==> src/rtl/adc_capture_sequencer.sv <==
// Decimated ADC sampler with edge trigger, DEPTH-sample frame capture into RAM and
// UART byte streaming. Define ADC_CAPTURE_HEADER_EN to prefix each frame with HDR_BYTE.
module adc_capture_sequencer #(
    parameter int unsigned DEPTH    = 256,
    parameter int unsigned ADDR_W   = 8,
    parameter int unsigned DECIM_W  = 16,
    parameter logic [7:0]  HDR_BYTE = 8'hA5
) (
    input  logic               clk,
    input  logic               rst_n,
    input  logic [7:0]         adc_in,
    input  logic               arm,
    input  logic               force_trig,
    input  logic [7:0]         trig_level,
    input  logic               trig_rising,
    input  logic [DECIM_W-1:0] decim,
    input  logic               tx_busy,
    output logic [7:0]         tx_data,
    output logic               tx_send_n,
    output logic [2:0]         state,
    output logic               frame_done
);

    typedef enum logic [2:0] {
        S_IDLE = 3'd0,
        S_WAIT = 3'd1,
        S_CAPT = 3'd2,
`ifdef ADC_CAPTURE_HEADER_EN
        S_HDR  = 3'd3,
`endif
        S_SEND = 3'd4
    } state_t;

    state_t             st;
    logic [DECIM_W-1:0] cnt;
    logic [7:0]         cur;
    logic               cur_valid;
    logic [ADDR_W-1:0]  waddr;
    logic [ADDR_W-1:0]  raddr;
    logic [1:0]         hold;
    logic               fin;
    logic [7:0]         ram_q;
    logic [7:0]         mem [DEPTH];

    logic               tick;
    logic               hit;
    logic               tx_ready;
    logic               we;
    logic [ADDR_W-1:0]  wa;
    logic               hdr_sel;
    logic [7:0]         next_byte;

`ifdef ADC_CAPTURE_HEADER_EN
    assign hdr_sel = (st == S_HDR);
`else
    assign hdr_sel = 1'b0;
`endif
    assign next_byte = hdr_sel ? HDR_BYTE : ram_q;
    assign state     = st;

    // The trigger is judged on the edge that registers adc_in, so the old cur acts as prev
    // and cur_valid means prev will be valid once this sample lands.
    always_comb begin
        tick = (st != S_IDLE) && (cnt >= decim);
        hit  = 1'b0;
        if (tick && cur_valid) begin
            if (force_trig)
                hit = 1'b1;
            else if (trig_rising)
                hit = (cur < trig_level) && (adc_in >= trig_level);
            else
                hit = (cur >= trig_level) && (adc_in < trig_level);
        end
        tx_ready = (hold == 2'd0) && !tx_busy;
        we       = ((st == S_WAIT) && hit) || ((st == S_CAPT) && tick);
        wa       = (st == S_CAPT) ? waddr : '0;
    end

    always_ff @(posedge clk) begin
        if (we && rst_n)
            mem[wa] <= adc_in;
        if (st == S_SEND)
            ram_q <= mem[raddr];
    end

    always_ff @(posedge clk) begin
        if (!rst_n) begin
            st         <= S_IDLE;
            cnt        <= '0;
            cur        <= '0;
            cur_valid  <= 1'b0;
            waddr      <= '0;
            raddr      <= '0;
            hold       <= '0;
            fin        <= 1'b0;
            tx_data    <= '0;
            tx_send_n  <= 1'b1;
            frame_done <= 1'b0;
        end else begin
            tx_send_n  <= 1'b1;
            frame_done <= 1'b0;
            if (hold != 2'd0)
                hold <= hold - 2'd1;

            if (st == S_IDLE || tick)
                cnt <= '0;
            else
                cnt <= cnt + DECIM_W'(1);

            if (st == S_IDLE) begin
                cur_valid <= 1'b0;
            end else if (tick) begin
                cur       <= adc_in;
                cur_valid <= 1'b1;
            end

            case (st)
                S_IDLE: if (arm) st <= S_WAIT;
                S_WAIT: if (hit) begin
                    st    <= S_CAPT;
                    waddr <= ADDR_W'(1);
                end
                S_CAPT: if (tick) begin
                    waddr <= waddr + ADDR_W'(1);
                    if (waddr == ADDR_W'(DEPTH - 1)) begin
                        raddr <= '0;
                        fin   <= 1'b0;
`ifdef ADC_CAPTURE_HEADER_EN
                        st    <= S_HDR;
`else
                        st    <= S_SEND;
                        hold  <= 2'd1;
`endif
                    end
                end
`ifdef ADC_CAPTURE_HEADER_EN
                S_HDR: if (tx_ready) begin
                    tx_data   <= next_byte;
                    tx_send_n <= 1'b0;
                    hold      <= 2'd3;
                    st        <= S_SEND;
                end
`endif
                // hold covers the UART busy latency and the RAM read of the next address
                S_SEND: if (tx_ready) begin
                    if (fin) begin
                        frame_done <= 1'b1;
                        st         <= S_IDLE;
                    end else begin
                        tx_data   <= next_byte;
                        tx_send_n <= 1'b0;
                        hold      <= 2'd3;
                        if (raddr == ADDR_W'(DEPTH - 1))
                            fin <= 1'b1;
                        else
                            raddr <= raddr + ADDR_W'(1);
                    end
                end
                default: st <= S_IDLE;
            endcase
        end
    end

endmodule

==> config.mk <==
export PLATFORM = sky130hd
export DESIGN_NAME = adc_capture_sequencer
export DESIGN_NICKNAME = d
export VERILOG_FILES = /design/src/rtl/adc_capture_sequencer.sv
export SDC_FILE = /design/constraint.sdc
export NUM_CORES = 2
export LEC_CHECK = 0
export CORE_ASPECT_RATIO = 1.1
export CORE_MARGIN = 1.5
export CORE_UTILIZATION = 60
export DETAILED_ROUTE_END_ITERATION = 7
export GPL_ROUTABILITY_DRIVEN = 0
export PLACE_DENSITY = 0.76
export SLEW_MARGIN = 25
export SYNTH_ARGS = -nofsm -noshare
export SYNTH_HDL_FRONTEND = slang
export SYNTH_SLANG_ARGS = --single-unit
==> constraint.sdc <==
create_clock -name clk -period 4.8 [get_ports clk]
set_input_delay 0.96 -clock clk [delete_from_list [all_inputs] [get_ports clk]]
set_output_delay 0.96 -clock clk [all_outputs]
set_load 0.01 [all_outputs]
==> flow_metrics.env <==
export IMPL_power_leakage_nw=29.8
export IMPL_drtIter0Drc=7390
export IMPL_status="complete, no violations"
export IMPL_fin_tns_setup_ns=0
export IMPL_yosysWarnings=0
export IMPL_die_w_um=359
export IMPL_layout_min_cycle_time_ns=4.15
export IMPL_ir_drop_mv=0.334
export IMPL_first_global_vias=45300
export IMPL_synthCells=4173
export IMPL_antenna_found_initial=8
export IMPL_cts_sinks=2113
export IMPL_cts_resized_gates=0
export IMPL_insertion_delay_ns=0.85
export IMPL_relSlewSlack=0.223
export IMPL_postCtsSetupRepairBufs=0
export IMPL_fmax_ghz=0.241
export IMPL_avgSynthCellArea_um2=20.0
export IMPL_tritoncts="built"
export IMPL_ys_ff_latch=2113
export IMPL_routed_top_layer="met5"
export IMPL_ios=51
export IMPL_synthFlopType="edfxtp_1"
export IMPL_grt_max_degree=139
export IMPL_clk_pin_slew_ns=0.07
export IMPL_pwr_share_comb=0.013
export IMPL_post_route_period_util=0.865
export IMPL_dieArea_um2=142000
export IMPL_core_um2=138000
export IMPL_setup_viol=0
export IMPL_yosysSeqAreaShare=0.752
export IMPL_tightest_slew_ns=1.15
export IMPL_p_switching_mw=7.10
export IMPL_end_kind="flop"
export IMPL_cts_buffer_depth=3
export IMPL_route_met2_wl_mm=106
export IMPL_ant_nets=0
export IMPL_cp_arrival_ns=4.73
export IMPL_synth_distinct_cells=76
export IMPL_yosys_top_cells_area="edfxtp_1 74%, mux4_2 12%, mux2i_1 2.6%"
export IMPL_nets=4695
export IMPL_finalWirelength_mm=228
export IMPL_hold_buffers=0
export IMPL_crit_fanout=21
export IMPL_synth_edf_count=2056
export IMPL_yosys_area_top_type_share=0.739
export IMPL_gr_total_overflow=0
export IMPL_hp_class="input pin to flop"
export IMPL_grt_util_all_layers=0.325
export IMPL_clockPowerShare=0.427
export IMPL_die_y_um=394
export IMPL_p_per_area_nw_per_um2=379
export IMPL_report_final_slew_viol_count=0
export IMPL_final_cells=6601
export IMPL_grt_pass1_wl_mm=324
export IMPL_netlist_area_um2=83600
export IMPL_drc_errors=0
export IMPL_vias_per_cell=6.91
export IMPL_post_route_util=0.689
export IMPL_yosys_area_top_type="edfxtp_1"
export IMPL_place_inst=6237
export IMPL_io_buffers=50
export IMPL_fin_skew_ns=0.0250
export IMPL_row_count=143
export IMPL_numCtsBuffers=194
export IMPL_finalHoldViolCount=0
export IMPL_cts_root_buf="clkbuf_16"
export IMPL_synth_top_cells_by_count="2056 x edfxtp_1, 463 x mux4_2, 322 x nor2_1"
export IMPL_drt_first_pass_iters=8
export IMPL_wl_met1_mm=77.9
export IMPL_initial_core_util=0.605
export IMPL_dp_hpwl_mm=141
export IMPL_cts_htree_levels=4
export IMPL_swShare=0.197
export IMPL_syn_nets=4246
export IMPL_drive_gt1_frac=0.262
export IMPL_cp_required_ns=5.38
export IMPL_worstSetupPathType="flop to flop"
export IMPL_p_seq_frac=0.560
export IMPL_p_int_mw=29.0
export IMPL_wl_met3_mm=29.8
export IMPL_fill_cells=8236
export IMPL_rsz0062_at_grt="no"
export IMPL_wl_per_cell_um=34.6
export IMPL_synthArstFlopShare=0
export IMPL_yosysMostFrequentCell="edfxtp_1"
export IMPL_crit_path_start_kind="flop"
export IMPL_max_cap_viol_count=0
export IMPL_vias=45600
export IMPL_syn2layout_area_growth_pct=13.9
critical path, stage by stage (launching register included):
cell and delay (ns):
dfxtp_4 0.87, buf_12 0.28, buf_4 0.24, mux4_2 0.55, a21o_1 0.21, a222oi_1 0.77
o211ai_1 0.53, o21ai_0 0.29, nand3_1 0.10
kinds of logic (layout without fill, tap and decap cells):
family | Yosys count | in the layout | synth area share
other | 0 | 2 | 0
multiplexers | 700 | 700 | 0.156
AND/OR/NAND/NOR | 615 | 615 | 0.0323
buffers and inverters | 298 | 912 | 0.0199
flip-flops | 2113 | 2113 | 0.752
XOR/XNOR | 16 | 16 | 0.00168
adder cells (fa/ha/maj) | 35 | 35 | 0.00524
AO/OA/AOI/OAI | 396 | 396 | 0.0330
sequential cells by signal, indices dropped and copies added (netlist names):
register    flops
tx_data         8
frame_done      1
raddr           8
cnt            16
tx_send_n       1
fin             1
hold            2
state           3
waddr           8
next_byte       8
mem          2048
cur             8
cur_valid       1
placed cells by master (no fill, tap or decap), drive strengths merged, types with 12 or more instances in the layout:
cell	count
a22oi	32
clkinv	90
nor3	24
nand2	115
edfxtp	2056
bufinv	20
mux4	476
clkdlybuf4s50	42
o211ai	13
dfxtp	57
buf	459
o221ai	35
o21ai	60
nor4	13
a211oi	15
mux2i	219
nand4	12
a221oi	50
ha	35
a21o	14
nand3	45
nor2b	28
o22ai	23
a21oi	82
or3	17
and3	12
clkbuf	243
nor2	322
inv	48
power by group through the flow:
stage	clock network, mW	logic (mW)	registers, mW
finish	15.4	0.463	20.2
global route	16.2	0.480	20.2
CTS	15.5	0.449	20.2
detailed placement	0	0.450	20.6
global placement	0	0.433	20.6
floorplan	0	0.0406	20.6
through the flow:
stage	setup slack [ns]	instance area (um^2)	total power [mW]	hold WS [ns]
2_1_floorplan	0.885	83600	20.7	0.430
3_3_place_gp	0.126	88800	21.0	0.450
3_5_place_dp	0.107	88800	21.1	0.454
4_1_cts	0.846	95200	36.2	0.411
5_1_grt	0.671	95200	36.9	0.433
6_report	0.648	95200	36.1	0.450
cell type report:
class                      instances  area [um^2]  area share
multi-input combinational       1762        19200       0.201
tap                             1812         2270      0.0238
sequential                      2113        62900       0.660
inverter                          42          163     0.00171
timing repair buffer             509         4370      0.0459
antenna                            2         5.00   0.0000526
clock buffer                     235         5150      0.0540
clock inverter                   126         1200      0.0126
layer usage:
metal,vias up,track usage
met2,3580,0.495
met4,10,0.183
li1,18100,-
met3,720,0.0844
met1,23200,0.432
met5,-,0.00304
path summary, 6_finish.rpt:
kind                              start                endpoint  slack (ns)  cells past startpoint
setup / recovery  raddr[0]$_SDFFE_PN0P_  next_byte[5]$_DFFE_PP_        0.65                      8
hold / removal                adc_in[3]     mem[0][3]$_DFFE_PP_        0.45                      1
setup reg to reg  raddr[0]$_SDFFE_PN0P_  next_byte[5]$_DFFE_PP_        0.65                      8
hold reg to reg       cnt[0]$_SDFF_PP0_       cnt[0]$_SDFF_PP0_        0.47                      1
No activity file was read; power rests on OpenSTA's default activity.
